==> src/rtl/rv_instr_encoder_if.sv <==
// Field-bundle input and encoded-word output channels of rv_instr_encoder.
interface rv_instr_encoder_if #(
  parameter int unsigned ADDR_W = 10
);
  logic              in_valid;
  logic              in_ready;
  logic [3:0]        in_kind;
  logic [4:0]        in_rd;
  logic [4:0]        in_rs1;
  logic [4:0]        in_rs2;
  logic [2:0]        in_funct3;
  logic [6:0]        in_funct7;
  logic [31:0]       in_imm;
  logic              out_valid;
  logic              out_ready;
  logic [31:0]       out_instr;
  logic [ADDR_W-1:0] out_addr;

  modport master (
    output in_valid, in_kind, in_rd, in_rs1, in_rs2, in_funct3, in_funct7, in_imm, out_ready,
    input  in_ready, out_valid, out_instr, out_addr
  );

  modport slave (
    input  in_valid, in_kind, in_rd, in_rs1, in_rs2, in_funct3, in_funct7, in_imm, out_ready,
    output in_ready, out_valid, out_instr, out_addr
  );
endinterface

==> src/rtl/rv_instr_encoder.sv <==
// RV32I field-bundle to instruction-word encoder with a sequential word address.
// Optional immediate range checking is enabled by defining RVENC_RANGE_CHECK_EN.
module rv_instr_encoder #(
  parameter int unsigned ADDR_W    = 10,
  parameter int unsigned BASE_ADDR = 0
) (
  input  logic              clk,
  input  logic              rst,
  input  logic              flush,
  rv_instr_encoder_if.slave bus,
  output logic [ADDR_W:0]   count,
  output logic              err,
  output logic              err_range
);
  typedef enum logic [3:0] {
    K_LOAD   = 4'd0,
    K_STORE  = 4'd1,
    K_R      = 4'd2,
    K_IALU   = 4'd3,
    K_BRANCH = 4'd4,
    K_JAL    = 4'd5,
    K_LUI    = 4'd6,
    K_AUIPC  = 4'd7
  } kind_e;

  localparam logic [ADDR_W-1:0] BASE     = ADDR_W'(BASE_ADDR);
  localparam logic [ADDR_W-1:0] ADDR_ONE = ADDR_W'(1);
  localparam logic [ADDR_W:0]   CNT_ONE  = (ADDR_W + 1)'(1);

  kind_e             kind;
  logic              is_shift;
  logic              illegal;
  logic              in_ready;
  logic              accept;
  logic [31:0]       enc;
  logic [ADDR_W-1:0] addr_base;

  logic              out_valid_q, out_valid_d;
  logic [31:0]       instr_q, instr_d;
  logic [ADDR_W-1:0] out_addr_q, out_addr_d;
  logic [ADDR_W-1:0] addr_q, addr_d;
  logic [ADDR_W:0]   count_q, count_d;
  logic              err_q, err_d;

  assign kind     = kind_e'(bus.in_kind);
  assign is_shift = (bus.in_funct3 == 3'b001) || (bus.in_funct3 == 3'b101);
  assign in_ready = !out_valid_q || bus.out_ready;
  assign accept   = bus.in_valid && in_ready;

  always_comb begin
    enc     = '0;
    illegal = 1'b0;
    case (kind)
      K_LOAD:   enc = {bus.in_imm[11:0], bus.in_rs1, bus.in_funct3, bus.in_rd, 7'b0000011};
      K_STORE:  enc = {bus.in_imm[11:5], bus.in_rs2, bus.in_rs1, bus.in_funct3,
                       bus.in_imm[4:0], 7'b0100011};
      K_R:      enc = {bus.in_funct7, bus.in_rs2, bus.in_rs1, bus.in_funct3, bus.in_rd,
                       7'b0110011};
      K_IALU: begin
        if (is_shift)
          enc = {bus.in_funct7, bus.in_imm[4:0], bus.in_rs1, bus.in_funct3, bus.in_rd,
                 7'b0010011};
        else
          enc = {bus.in_imm[11:0], bus.in_rs1, bus.in_funct3, bus.in_rd, 7'b0010011};
      end
      K_BRANCH: enc = {bus.in_imm[12], bus.in_imm[10:5], bus.in_rs2, bus.in_rs1, bus.in_funct3,
                       bus.in_imm[4:1], bus.in_imm[11], 7'b1100011};
      K_JAL:    enc = {bus.in_imm[20], bus.in_imm[10:1], bus.in_imm[11], bus.in_imm[19:12],
                       bus.in_rd, 7'b1101111};
      K_LUI:    enc = {bus.in_imm[31:12], bus.in_rd, 7'b0110111};
      K_AUIPC:  enc = {bus.in_imm[31:12], bus.in_rd, 7'b0010111};
      default:  illegal = 1'b1;
    endcase
  end

  // Flush coinciding with an accept rebases that very bundle onto BASE.
  always_comb begin
    addr_base   = flush ? BASE : addr_q;
    out_valid_d = out_valid_q;
    instr_d     = instr_q;
    out_addr_d  = out_addr_q;
    addr_d      = addr_q;
    count_d     = count_q;
    err_d       = err_q;
    if (accept) begin
      out_valid_d = 1'b1;
      instr_d     = enc;
      out_addr_d  = addr_base;
      addr_d      = addr_base + ADDR_ONE;
      count_d     = flush ? CNT_ONE : ((count_q == '1) ? count_q : count_q + CNT_ONE);
      err_d       = err_q | illegal;
    end else begin
      if (bus.out_ready) out_valid_d = 1'b0;
      if (flush) begin
        addr_d  = BASE;
        count_d = '0;
      end
    end
  end

  always_ff @(posedge clk) begin
    if (rst) begin
      out_valid_q <= 1'b0;
      instr_q     <= '0;
      out_addr_q  <= BASE;
      addr_q      <= BASE;
      count_q     <= '0;
      err_q       <= 1'b0;
    end else begin
      out_valid_q <= out_valid_d;
      instr_q     <= instr_d;
      out_addr_q  <= out_addr_d;
      addr_q      <= addr_d;
      count_q     <= count_d;
      err_q       <= err_d;
    end
  end

`ifdef RVENC_RANGE_CHECK_EN
  logic signed [31:0] simm;
  logic               range_bad;
  logic               err_range_q, err_range_d;

  assign simm = $signed(bus.in_imm);

  always_comb begin
    range_bad = 1'b0;
    case (kind)
      K_LOAD, K_STORE: range_bad = (simm < -32'sd2048) || (simm > 32'sd2047);
      K_IALU: begin
        if (is_shift) range_bad = bus.in_imm > 32'd31;
        else          range_bad = (simm < -32'sd2048) || (simm > 32'sd2047);
      end
      K_BRANCH: range_bad = simm[0] || (simm < -32'sd4096) || (simm > 32'sd4094);
      K_JAL:    range_bad = simm[0] || (simm < -32'sd1048576) || (simm > 32'sd1048574);
      K_LUI, K_AUIPC: range_bad = bus.in_imm[11:0] != '0;
      default:  range_bad = 1'b0;
    endcase
    err_range_d = err_range_q | (accept & range_bad);
  end

  always_ff @(posedge clk) begin
    if (rst) err_range_q <= 1'b0;
    else     err_range_q <= err_range_d;
  end

  assign err_range = err_range_q;
`else
  assign err_range = 1'b0;
`endif

  assign bus.in_ready  = in_ready;
  assign bus.out_valid = out_valid_q;
  assign bus.out_instr = instr_q;
  assign bus.out_addr  = out_addr_q;
  assign count         = count_q;
  assign err           = err_q;
endmodule

==> src/flat_wrapper.sv <==
// flat-port wrapper written by rule: the top's interface ports become plain ports
module rv_instr_encoder_flat 
#(
  parameter int unsigned ADDR_W    = 10,
  parameter int unsigned BASE_ADDR = 0
)
  (clk, rst, flush, count, err, err_range, bus_in_valid, bus_in_kind, bus_in_rd, bus_in_rs1, bus_in_rs2, bus_in_funct3, bus_in_funct7, bus_in_imm, bus_out_ready, bus_in_ready, bus_out_valid, bus_out_instr, bus_out_addr);
  rv_instr_encoder_if #(.ADDR_W(ADDR_W)) bus_i ();
  input  logic clk;
  input  logic rst;
  input  logic flush;
  output logic [ADDR_W:0] count;
  output logic err;
  output logic err_range;
  input wire logic [$bits(bus_i.in_valid)-1:0] bus_in_valid;
  input wire logic [$bits(bus_i.in_kind)-1:0] bus_in_kind;
  input wire logic [$bits(bus_i.in_rd)-1:0] bus_in_rd;
  input wire logic [$bits(bus_i.in_rs1)-1:0] bus_in_rs1;
  input wire logic [$bits(bus_i.in_rs2)-1:0] bus_in_rs2;
  input wire logic [$bits(bus_i.in_funct3)-1:0] bus_in_funct3;
  input wire logic [$bits(bus_i.in_funct7)-1:0] bus_in_funct7;
  input wire logic [$bits(bus_i.in_imm)-1:0] bus_in_imm;
  input wire logic [$bits(bus_i.out_ready)-1:0] bus_out_ready;
  output wire logic [$bits(bus_i.in_ready)-1:0] bus_in_ready;
  output wire logic [$bits(bus_i.out_valid)-1:0] bus_out_valid;
  output wire logic [$bits(bus_i.out_instr)-1:0] bus_out_instr;
  output wire logic [$bits(bus_i.out_addr)-1:0] bus_out_addr;
  assign bus_i.in_valid = bus_in_valid;
  assign bus_i.in_kind = bus_in_kind;
  assign bus_i.in_rd = bus_in_rd;
  assign bus_i.in_rs1 = bus_in_rs1;
  assign bus_i.in_rs2 = bus_in_rs2;
  assign bus_i.in_funct3 = bus_in_funct3;
  assign bus_i.in_funct7 = bus_in_funct7;
  assign bus_i.in_imm = bus_in_imm;
  assign bus_i.out_ready = bus_out_ready;
  assign bus_in_ready = bus_i.in_ready;
  assign bus_out_valid = bus_i.out_valid;
  assign bus_out_instr = bus_i.out_instr;
  assign bus_out_addr = bus_i.out_addr;
  rv_instr_encoder #(.ADDR_W(ADDR_W), .BASE_ADDR(BASE_ADDR)) u_core (.clk(clk), .rst(rst), .flush(flush), .bus(bus_i), .count(count), .err(err), .err_range(err_range));
endmodule
==> config.mk <==
export PLATFORM = sky130hd
export DESIGN_NAME = rv_instr_encoder_flat
export DESIGN_NICKNAME = d
export VERILOG_FILES = /design/src/rtl/rv_instr_encoder_if.sv /design/src/rtl/rv_instr_encoder.sv /design/src/flat_wrapper.sv
export SDC_FILE = /design/constraint.sdc
export NUM_CORES = 1
export LEC_CHECK = 0
export BUFFER_PORTS_ARGS = -buffer_cell sky130_fd_sc_hd__buf_4
export CAP_MARGIN = 20
export CORE_MARGIN = 2
export CORE_UTILIZATION = 50
export CTS_BUF_LIST = sky130_fd_sc_hd__clkbuf_8
export DETAILED_ROUTE_END_ITERATION = 6
export MAX_ROUTING_LAYER = met4
export PLACE_DENSITY = 0.8
export SETUP_SLACK_MARGIN = 0.1
export SLEW_MARGIN = 0
export SYNTH_ARGS = -nofsm -noshare
export SYNTH_HDL_FRONTEND = slang
export SYNTH_SLANG_ARGS = --single-unit
==> constraint.sdc <==
create_clock -name clk -period 1.8 [get_ports clk]
set_input_delay 0.18 -clock clk [delete_from_list [all_inputs] [get_ports clk]]
set_output_delay 0.18 -clock clk [all_outputs]
set_load 0.005 [all_outputs]
### After elaboration in Yosys (flattened, before gate mapping)

Index checks and enable logic that the tools add are counted.

* bits in registers: 65
* bits of input ports: 66
* output and inout port bits: 57
* word-level logic and storage cells: 40

* $add $sub $neg: 2
* equal/unequal tests: 11
* mux-type cells: 11
* bitwise gates (word level): 1
* reduce and logical (&&, ||, !) cells: 9

Operator list (count)
* 32-bit one-hot mux with 8 select lines: 1
* 11-bit 2-to-1 mux: 4
* 32-bit 2-to-1 mux: 1
* 10-bit 2-to-1 mux: 2
* 4-bit by 3-bit equality test with 1-bit output (second input constant): 4
* 11-bit by 1-bit adder with 11-bit output (second input constant): 1
* 11-bit equality test (second input constant): 1
* 10-bit by 1-bit adder with 10-bit output (second input constant): 1
* 4-bit by 2-bit equality test with 1-bit output (second input constant): 2
* 8-bit OR reduction: 1
* 4-bit by 1-bit equality test with 1-bit output (second input constant): 1
* 4-bit logical NOT: 1
* 2-bit nonzero test: 2
* 3-bit by 1-bit equality test with 1-bit output (second input constant): 1
* 3-bit equality test (second input constant): 1
* 1-bit 2-to-1 mux: 3
* 1-bit logical OR: 2
* 2-bit != test (second input constant): 1
* 2-bit AND reduction: 1
* 1-bit logical AND: 1
* 1-bit logical NOT: 1
* 1-bit bitwise OR: 1

### Depth between registers and ports, before layout

Gate-level depths: netlist (run 1).

* word-level depth: 5
* gate-level depth with buffers: 6
* gate-level depth less buffers: 5

### Worst setup path before layout (run 1)

Ideal clock, no wire load.

* path type: reg2reg
* start: register u_core.addr_q[0]
* end: register u_core.addr_q[8]
* setup time: 70 ps
* arrival time: 1466 ps
* required time: 1730 ps
* setup slack: 264 ps
* stages on the path, launching flop included: 6
* path buffers: 0
* clock period less this slack: 1536 ps
* cell sequence: dfxtp_1 > nor2b_1 > ha_1 > nand3_1 > or4_1 > a21oi_1

* longest elaborated chain between the ends: 3

Ends and longest elaborated chain
* start, declared: RTL line rv_instr_encoder.sv:41 `logic [ADDR_W-1:0] addr_q, addr_d;`
* start signal, assigned: RTL line rv_instr_encoder.sv:113 `addr_q <= addr_d;`
* 10-bit 2-to-1 mux
* via u_core.addr_base[0]: RTL line rv_instr_encoder.sv:36 `logic [ADDR_W-1:0] addr_base;`
* 10-bit by 1-bit adder with 10-bit output: RTL line rv_instr_encoder.sv:89 `addr_d = addr_base + ADDR_ONE;`
* 10-bit 2-to-1 mux: RTL line rv_instr_encoder.sv:85 `if (accept) begin`

The timed path passes the listed nets, and every way through them passes these cells.
A chain may end at the register's enable or synchronous reset.

### Final worst setup path (run 1)

* start: register u_core.addr_q[1]
* end: register u_core.addr_q[8]

Same word-level chain as after synthesis.

==> run_results.csv, run 1 <==
group,metric,value,unit
final_layout,layout.core_utilization,0.719,
drt,routed_wire_length_per_instance,15.4,um
die,design.portCount,123,
worst_setup_path,r2r_setup_slack,210,ps
yosys,post_synthesis_net_count,425,
grt,global_route.overflow_total,0,
timing,min_period_over_period,0.881,
placement,place_inst,536,
pwr,ir_drop,0.000472,V
worst_setup_path,timing.critical_path.slowest_stage_cell,"or4_1",
worst_setup_path,crit_path_end_kind,"flop",
drt,detailed_router_s_first_iteration_violation_count,177,
timing,setup-tns-final,0,ps
placement,dpl.hpwl,6280,um
worst_setup_path,cp_data_arrival_time,1850,ps
grt,grt_start_max_net_pins,29,
placement,post-place-ws,37.8,ps
drt,met3_length,649,um
final_layout,synthToLayoutAreaGrowth,38.5,%
grt,gr-usage-all-layers,0.269,
pwr,power.density_cell_area,763,nW/um^2
drt,wirelength,8470,um
final_layout,count_of_antenna_diodes_in_the_layout,0,
timing,worst_hold_slack,71.7,ps
worst_setup_path,chain_of_cells_forming_the_critical_path,"nor2b_2 -> ha_2 -> nand3_1 -> or4_1 -> a21oi_1",
timing,max_slew_margin,0.618,
drt,detail_route.drc_violations,0,
final_layout,post_route_cells_drive_above_1_share,0.342,
run,timing.max_cap.violations,0,
timing,timing_max_transition_violations_final,0,
clocking,postCtsSetupRepairBufs,0,
worst_setup_path,cpLargestDelayFamily,"simple AND/OR/NAND/NOR gates",
worst_setup_path,crit-reg2reg-launch,"u_core.addr_q[1]$_SDFF_PP0_",
pwr,static-leakage-power,1.78,nW
placement,routabilityCongestion,0.875,
worst_setup_path,crit_path_start_kind,"flop",
worst_setup_path,timing.critical_path.fanout_max,3,
worst_hold_path,whs_endpoint,"u_core.bus.out_instr[25]$_SDFFE_PP0P_",
drt,drtAntennaViolNets,0,
status,run_status,"finished, final reports clean",
die,dieWidth,82.6,um
grt,grt_pass1_wl,13800,um
final_layout,post_layout_nonfiller_instances,552,
clocking,insertion_delay,340,ps
placement,detailed_place.area,4040,sq um
yosys,postSynth.asyncResetShare,0,
final_layout,fillCellCount,489,
final_layout,fin_nets,540,
drt,top_signal_layer_used,"met4",
final_layout,final_design_area_no_fill,4280,sq um
clocking,numCtsBuffers,9,
worst_setup_path,sum_of_buffers_and_inverters_on_the_critical_path,0,
worst_hold_path,hold_path_startpoint,"bus_in_imm[5]",
final_layout,multi_input_comb_area,1680,sq um
clocking,clkSlewWorstSetupHoldPaths,70,ps
final_layout,ff_latch_area,1280,sq um
yosys,ys.warnings.count,0,
timing,min_cycle_time_layout,1590,ps
grt,vias_in_the_first_global_route,2952,
die,area_of_the_die,6830,sq um
timing,grt_setup_unrepaired,"yes",
worst_hold_path,holdPathStages,2,
timing,hold_viol,0,
yosys,synth.cell_area,3090,sq um
worst_setup_path,critical_path_required_time,2060,ps
yosys,syn_avg_cell_area,8.66,sq um
drt,dr_wl_met2,4100,um
clocking,clkSinkCount,64,
drt,detailedRoute.firstPassIterationCount,4,
yosys,synth_ff_type,"dfxtp_1",
pwr,power,3.27,mW
final_layout,layout_common_cells,"buf_4 (131), dfxtp_1 (63), nand2_1 (38), a21oi_1 (38), nor2_1 (23)",
clocking,cts_max_level,3,
timing,layout_setup_ws,214,ps
drt,routed_via_density,5.63,
worst_setup_path,critPathKind,"reg -> reg",
yosys,number_of_distinct_library_cells_after_synthesis,56,
die,die_h,82.6,um
drt,via_count,3109,
drt,wl_met1,3660,um
timing,fmax,630,MHz
timing,worst_pin_slew,571,ps
timing,clock_skew,6.81,ps
die,initial_cell_density_of_the_core,0.519,
worst_setup_path,r2r-end,"u_core.addr_q[8]$_SDFF_PP0_",
grt,initial_antenna_violation_count,0,
placement,portBuffers,121,
clocking,tritoncts,"yes",
final_layout,final_common_cell,"buf_4",
clocking,cts_root_buffer,"clkbuf_8",
worst_setup_path,ff2ff_path_depth,5,
timing,report.final.setup_viol,0,
yosys,part_of_the_yosys_area_used_for_sequential_elements,0.415,
die,std_cell_rows,28,
clocking,clock_tree_buffer_depth,2,
worst_setup_path,critical_path.max_stage_delay,520,ps
die,floorplan.core_area,5960,sq um
yosys,synth_edf_count,0,
yosys,syn_inst,357,
worst_hold_path,hold_class,"in -> reg",
yosys,yosys_reg_bits,64,
==> final cells by class <==
type	count	share of cell area
Tap cell	75	0.0219
Timing Repair Buffer	131	0.230
Multi-Input combinational cell	262	0.393
Inverter	4	0.00468
Clock buffer	13	0.0418
Sequential cell	64	0.300
Clock inverter	3	0.00906
==> cell usage after synthesis (5+ instances only) <==
| master | number | share of area |
|---|---|---|
| o21ai_1 | 13 | 0.021 |
| nand3b_1 | 10 | 0.024 |
| or3_1 | 7 | 0.014 |
| mux2i_1 | 15 | 0.049 |
| dfxtp_1 | 64 | 0.41 |
| nor2b_1 | 7 | 0.014 |
| buf_2 | 8 | 0.013 |
| nor2_1 | 23 | 0.028 |
| nand4_1 | 6 | 0.012 |
| a32oi_1 | 8 | 0.023 |
| o211ai_1 | 6 | 0.015 |
| o31ai_1 | 6 | 0.015 |
| clkbuf_1 | 13 | 0.016 |
| a21oi_1 | 38 | 0.062 |
| a2bb2oi_1 | 8 | 0.023 |
| or4_1 | 5 | 0.012 |
| buf_4 | 5 | 0.012 |
| nand2_1 | 38 | 0.046 |
| and3_1 | 5 | 0.010 |
| nand2b_1 | 5 | 0.010 |
| xor2_1 | 6 | 0.017 |
| a221o_1 | 6 | 0.019 |
==> cell families (layout without fill, tap and decap cells) <==
family	Yosys count	in the layout	synth area share
and+or+nand+nor	130	130	0.230
AOI/OAI and AO/OA	106	106	0.228
DFF	64	64	0.415
buffers and inverters	31	151	0.0474
muxes	15	15	0.0486
xor gates and xnor gates	8	8	0.0227
adders and majority gates	2	2	0.00810
other	1	1	0.00121
==> report_power, final <==
part / leakage [nW] / internal [mW] / switching [mW] / total (mW)
logic: 1.15 / 0.246 / 0.219 / 0.464
registers: 0.520 / 1.46 / 0.0232 / 1.48
clock network: 0.117 / 0.784 / 0.538 / 1.32
total: 1.78 / 2.49 / 0.780 / 3.27
==> worst reg2reg max path, stage by stage, from the launching register on <==
cell,delay (ps)
dfxtp_1,320
nor2b_2,180
ha_2,220
nand3_1,130
or4_1,520
a21oi_1,150
==> timing repair <==
action                     in CTS  in global routing
setup endpoints to repair       6                 11
hold buffers                    0                  0
gates resized for setup         2                  5
==> registers in the layout, indices dropped and copies added (netlist names) <==
| signal | flops |
|---|---|
| u_core.err | 1 |
| u_core.count | 11 |
| u_core.bus.out_valid | 1 |
| u_core.bus.out_instr | 31 |
| u_core.bus.out_addr | 10 |
| u_core.addr_q | 10 |
==> worst max-delay path by stage <==
stage	start	to	cells after the start
global placement	u_core.bus.out_valid$_SDFFE_PP0P_	u_core.bus.out_instr[29]$_SDFFE_PP0P_	5
global route	u_core.addr_q[1]$_SDFF_PP0_	u_core.addr_q[8]$_SDFF_PP0_	5
floorplan	u_core.addr_q[0]$_SDFF_PP0_	u_core.addr_q[8]$_SDFF_PP0_	5
CTS	u_core.addr_q[1]$_SDFF_PP0_	u_core.addr_q[8]$_SDFF_PP0_	5
detailed placement	u_core.bus.out_valid$_SDFFE_PP0P_	u_core.bus.out_instr[29]$_SDFFE_PP0P_	5
finish	u_core.addr_q[1]$_SDFF_PP0_	u_core.addr_q[8]$_SDFF_PP0_	5
==> layer usage <==
layer,vias to the layer above,GRT usage
met5,-,-
met4,0,0.0787
met3,8,0.0620
met2,105,0.444
met1,1449,0.329
li1,1547,-
(Power assumes the default switching activity.)
==> inputs of run 2 (changes only) <==
- CORE_UTILIZATION: 50 -> 45
- PLACE_DENSITY: 0.8 -> 0.76
- TNS_END_PERCENT: default -> 20
- clock period: 1.8 -> 1.3 ns (I/O delays scaled with it)
==> run 2 against run 1 <==
Compared with the run above:
- clock-buffer cell count decreased by 4
- the run now ends with negative setup slack left
- final cell count up 12%
- core utilization grew 3.9 points
- first-iteration DRC count grew 2.8%
==> run_results.csv, run 2 (synthesized netlist as in run 1, its figures left out) <==
group,metric,value,unit
status,run_status,"finished with violations",
status,violations,"negative setup slack",
worst_setup_path,critPathKind,"reg -> reg",
clocking,insertion_delay,350,ps
worst_setup_path,timing.critical_path.fanout_max,3,
worst_hold_path,hold_class,"in -> reg",
pwr,static-leakage-power,2.16,nW
timing,layout_setup_ws,-139,ps
die,area_of_the_die,7550,sq um
pwr,internal_power,4.09,mW
worst_setup_path,critical_path_required_time,1590,ps
timing,fmax,695,MHz
worst_setup_path,ff2ff_path_depth,4,
clocking,clkSinkCount,64,
clocking,numCtsBuffers,9,
timing,hold_viol,0,
worst_hold_path,whs_endpoint,"u_core.bus.out_instr[28]$_SDFFE_PP0P_",
drt,detailed_router_s_first_iteration_violation_count,182,
drt,wirelength,10400,um
pwr,power,5.31,mW
die,initial_cell_density_of_the_core,0.460,
worst_setup_path,crit-reg2reg-launch,"u_core.count[7]$_SDFFE_PP0P_",
pwr,share_of_total_power_in_combinational_logic,0.142,
final_layout,synthToLayoutAreaGrowth,64.7,%
clocking,tritoncts,"yes",
timing,grt_setup_unrepaired,"yes",
final_layout,final_common_cell,"buf_4",
worst_setup_path,crit_path_end_kind,"flop",
drt,routed_wire_length_per_instance,16.8,um
timing,min_period_over_period,1.11,
worst_setup_path,crit_path_start_kind,"flop",
timing,report.final.setup_viol,37,
drt,detailedRoute.firstPassIterationCount,5,
final_layout,post_layout_nonfiller_instances,616,
final_layout,fillCellCount,476,
pwr,switching_share,0.231,
worst_hold_path,holdPathStages,2,
timing,timing_max_transition_violations_final,0,
worst_setup_path,cp_data_arrival_time,1730,ps
grt,global_route.overflow_total,0,
final_layout,layout_common_cells,"buf_4 (179), dfxtp_1 (52), nand2_1 (35)",
grt,vias_in_the_first_global_route,3376,
clocking,cts_max_level,3,
grt,grt_pass1_wl,16000,um
die,std_cell_rows,30,
placement,place_inst,583,
pwr,power.switching,1.23,mW
die,dieWidth,86.9,um
run,timing.max_cap.violations,0,
final_layout,ff_latch_area,1300,sq um
final_layout,multi_input_comb_area,1910,sq um
clocking,clkSlewWorstSetupHoldPaths,70,ps
pwr,ir_drop,0.000673,V
worst_setup_path,r2r_setup_slack,-140,ps
grt,initial_antenna_violation_count,0,
timing,clock_skew,8.66,ps
drt,routed_via_density,5.65,
worst_hold_path,hold_path_startpoint,"bus_in_imm[8]",
timing,min_cycle_time_layout,1440,ps
clocking,cts_root_buffer,"clkbuf_8",
placement,dpl.hpwl,7160,um
placement,portBuffers,121,
final_layout,count_of_antenna_diodes_in_the_layout,0,
drt,drtAntennaViolNets,0,
placement,routabilityCongestion,0.826,
clocking,clock_tree_buffer_depth,2,
drt,via_count,3482,
grt,grt_start_max_net_pins,32,
grt,gr-usage-all-layers,0.278,
pwr,clockPowerShare,0.473,
worst_setup_path,r2r-end,"u_core.count[8]$_SDFFE_PP0P_",
final_layout,max_reg_flops,31,
pwr,p_seq_frac,0.385,
die,design.portCount,123,
die,die_h,86.9,um
final_layout,post_route_cells_drive_above_1_share,0.500,
die,floorplan.core_area,6720,sq um
pwr,power.density_cell_area,1040,nW/um^2
drt,detail_route.drc_violations,0,
final_layout,fin_nets,599,
run 2: worst max-delay path by stage:
stage / depth (start not counted) / slack [ps] / end / start
3_3_place_gp: 4 / -50 / u_core.count[5]$_SDFFE_PP0P_ / u_core.count[2]$_SDFFE_PP0P_
3_5_place_dp: 4 / -110 / u_core.addr_q[9]$_SDFF_PP0_ / u_core.addr_q[2]$_SDFF_PP0_
6_report: 4 / -140 / u_core.count[8]$_SDFFE_PP0P_ / u_core.count[7]$_SDFFE_PP0P_
4_1_cts: 4 / -90 / bus_in_ready / u_core.bus.out_valid$_SDFFE_PP0P_
2_1_floorplan: 5 / -30 / u_core.addr_q[8]$_SDFF_PP0_ / u_core.addr_q[0]$_SDFF_PP0_
5_1_grt: 4 / -170 / u_core.count[8]$_SDFFE_PP0P_ / u_core.count[7]$_SDFFE_PP0P_
run 2: final cells by class:
type                            instances  share of cell area
Multi-Input combinational cell        262               0.376
Timing Repair Buffer                  189               0.286
Sequential cell                        64               0.256
Clock inverter                          7              0.0327
Clock buffer                            9              0.0243
Tap cell                               80              0.0197
Inverter                                4             0.00393
Timing Repair inverter                  1             0.00123
run 2: layer usage:
metal | part of all wire | global-route usage | vias to the layer above
met1 | 0.42 | 0.339 | 1646
li1 | - | - | 1667
met2 | 0.49 | 0.445 | 138
met4 | 0.031 | 0.122 | 0
met5 | 0 | - | -
met3 | 0.064 | 0.0578 | 31
run 2: metrics by stage:
step           setup WS, ps  cell area [sq um]  utilization  setup TNS, ps  hold slack, ps
2_1_floorplan         -29.8               3230            -          -54.3             268
3_3_place_gp          -52.1               4490        0.668           -137             356
3_5_place_dp           -115               4490        0.668           -623             358
4_1_cts               -92.9               4970        0.740           -944           0.295
5_1_grt                -171               5090        0.757          -4300            1.31
6_report               -139               5090        0.757          -1630            2.90
run 2: worst max-delay path, cell delays in order (launching register included):
cell and delay (ps):
dfxtp_2 360, nand4_1 260, buf_4 250, or3_4 370, a21oi_2 130
run 2: repair_timing:
item	4_1_cts	5_1_grt
pin swaps	16	10
hold buffers	1	0
hold endpoints to repair	1	0
resized for setup	17	29
endpoints found under the setup margin	61	64
cloned	1	0
setup buffers	14	1
run 2: power by group through the flow:
stage	sequential (mW)	combinational, mW	clock, mW
after floorplan	2.09	0.333	0
after global placement	2.09	0.688	0
after detailed placement	2.09	0.702	0
after CTS	2.04	0.735	2.54
after global routing	2.05	0.810	2.62
final	2.05	0.754	2.52
==> inputs of run 3 (changes only) <==
- CTS_CLUSTER_DIAMETER: default -> 200
- SETUP_SLACK_MARGIN: 0.1 -> default
==> run 3 against run 2 <==
Compared with the run above:
- the flow still finishes with violations (negative setup slack)
- register-to-register slack better by 70 ps
- cell area down 3.3%
- total power down 8.0%
- flip-flop and latch count unchanged
- sequential power about the same
- via count down 3.1%
- clock power down 17%
- critical path type unchanged
==> run_results.csv, run 3 (synthesized netlist as in run 1, its figures left out) <==
group,metric,value,unit
status,run_status,"finished with violations",
status,violations,"negative setup slack",
grt,grt_pass1_wl,15000,um
die,floorplan.core_area,6720,sq um
grt,grt_util_met3,0.0569,
timing,timing_max_transition_violations_final,0,
pwr,p_seq_frac,0.418,
final_layout,layout_common_cells,"buf_4 (170), dfxtp_1 (50), a21oi_1 (38)",
worst_setup_path,critical_path_required_time,1580,ps
final_layout,ff_latch_area,1310,sq um
final_layout,final_common_cell,"buf_4",
final_layout,layout.core_utilization,0.732,
clocking,tritoncts,"yes",
worst_setup_path,crit_path_start_kind,"flop",
drt,drtAntennaViolNets,0,
final_layout,fillCellCount,511,
placement,dpl.hpwl,6850,um
placement,portBuffers,121,
grt,vias_in_the_first_global_route,3243,
timing,min_cycle_time_layout,1370,ps
timing,min_period_over_period,1.05,
run,timing.max_cap.violations,0,
die,area_of_the_die,7550,sq um
clocking,cts_max_level,3,
pwr,power.density_cell_area,994,nW/um^2
grt,global_route.overflow_total,0,
final_layout,multi_input_comb_area,1830,sq um
final_layout,count_of_antenna_diodes_in_the_layout,0,
drt,routed_wire_length_per_instance,15.8,um
pwr,ir_drop,0.000646,V
timing,grt_setup_unrepaired,"yes",
pwr,switching_share,0.245,
final_layout,max_reg_flops,31,
timing,hold_viol,0,
clocking,clock_tree_buffer_depth,2,
final_layout,synthToLayoutAreaGrowth,59.1,%
pwr,power.switching,1.20,mW
clocking,clkSlewWorstSetupHoldPaths,80,ps
pwr,share_of_total_power_in_combinational_logic,0.152,
grt,groute.layer.met1.usage,0.315,
pwr,static-leakage-power,2.10,nW
timing,layout_setup_ws,-68.2,ps
worst_setup_path,timing.critical_path.fanout_max,6,
clocking,clkSinkCount,64,
grt,grt_start_max_net_pins,25,
final_layout,fin_nets,591,
die,std_cell_rows,30,
worst_setup_path,crit_path_end_kind,"flop",
die,design.portCount,123,
die,die_h,86.9,um
timing,setup-tns-final,-729,ps
final_layout,final_design_area_no_fill,4920,sq um
die,dieWidth,86.9,um
grt,initial_antenna_violation_count,0,
drt,detailedRoute.firstPassIterationCount,4,
grt,grt.busiest_layer,"met2",
drt,via_count,3375,
clocking,numCtsBuffers,9,
die,initial_cell_density_of_the_core,0.460,
placement,detailed_place.area,4460,sq um
drt,wirelength,9590,um
pwr,clockPowerShare,0.429,
timing,clock_skew,11.1,ps
pwr,internal_power,3.69,mW
timing,report.final.setup_viol,30,
worst_setup_path,cp_data_arrival_time,1650,ps
worst_hold_path,hold_class,"in -> reg",
clocking,insertion_delay,350,ps
drt,detailed_router_s_first_iteration_violation_count,159,
grt,gr-usage-met2,0.423,
placement,routabilityCongestion,0.914,
worst_setup_path,critPathKind,"reg -> reg",
final_layout,post_route_cells_drive_above_1_share,0.458,
drt,detail_route.drc_violations,0,
drt,routed_via_density,5.55,
clocking,cts_root_buffer,"clkbuf_8",
grt,gr-usage-all-layers,0.261,
timing,fmax,731,MHz
-- run 3: changes by cell type in the layout (fill, tap and decap cells not counted), moves of 3 or more --
cell	delta
a21oi_1	+9
buf_6	-4
a21oi_2	-9
or3_4	-4
or4_4	-3
buf_4	-9
dlygate4sd3_1	+3
or4_1	+3
or3_1	+4
-- run 3: critical path, stage by stage, from the launching register on --
cell      delay [ps]
dfxtp_2          320
nor2b_4          150
clkinv_2         130
nand4_4          140
or4_1            420
a21oi_1          140
-- run 3: power groups by stage --
| stage | logic [mW] | clock network, mW | registers [mW] |
|---|---|---|---|
| 2_1_floorplan | 0.332 | 0 | 2.09 |
| 3_3_place_gp | 0.689 | 0 | 2.09 |
| 3_5_place_dp | 0.698 | 0 | 2.09 |
| 4_1_cts | 0.728 | 2.13 | 2.05 |
| 5_1_grt | 0.803 | 2.23 | 2.05 |
| 6_report | 0.744 | 2.10 | 2.05 |
-- run 3: worst paths after layout --
| check | startpoint | endpoint | slack [ps] | cells after the start |
|---|---|---|---|---|
| worst max-delay path | u_core.bus.out_valid$_SDFFE_PP0P_ | u_core.count[5]$_SDFFE_PP0P_ | -70 | 5 |
| worst max register to register | u_core.bus.out_valid$_SDFFE_PP0P_ | u_core.count[5]$_SDFFE_PP0P_ | -70 | 5 |
| worst min register to register | u_core.bus.out_instr[11]$_SDFFE_PP0P_ | u_core.bus.out_instr[11]$_SDFFE_PP0P_ | 450 | 2 |
| worst min-delay path | bus_in_imm[7] | u_core.bus.out_instr[27]$_SDFFE_PP0P_ | 20 | 2 |
-- run 3: cell type report --
cell class                 instances  share of cell area
inverter                           4             0.00407
tap                               80              0.0204
timing repair buffer             181               0.287
clock inverter                     7              0.0242
sequential                        64               0.266
clock buffer                       9              0.0252
multi-input combinational        262               0.372
timing repair inverter             1             0.00102
-- run 3: layer usage --
layer	vias up	part of all wire
li1	1650	-
met1	1565	0.43
met2	152	0.49
met3	8	0.069
met4	0	0.011
met5	-	0
-- run 3: timing repair --
item | in CTS | in global routing
setup buffers | 7 | 0
hold buffers | 4 | 0
hold endpoints to repair | 4 | 0
endpoints found under the setup margin | 40 | 61
cloned | 1 | 0
gates resized for setup | 11 | 19
pin swaps | 9 | 10
-- run 3: metrics by stage --
step	total power, mW	hold slack, ps	instances	setup WS, ps
2_1_floorplan	2.43	268	357	-33.1
3_3_place_gp	2.78	336	580	-44.7
3_5_place_dp	2.79	339	580	-81.0
4_1_cts	4.91	6.79	608	-55.3
5_1_grt	5.08	17.5	608	-132
6_report	4.89	19.8	608	-68.2
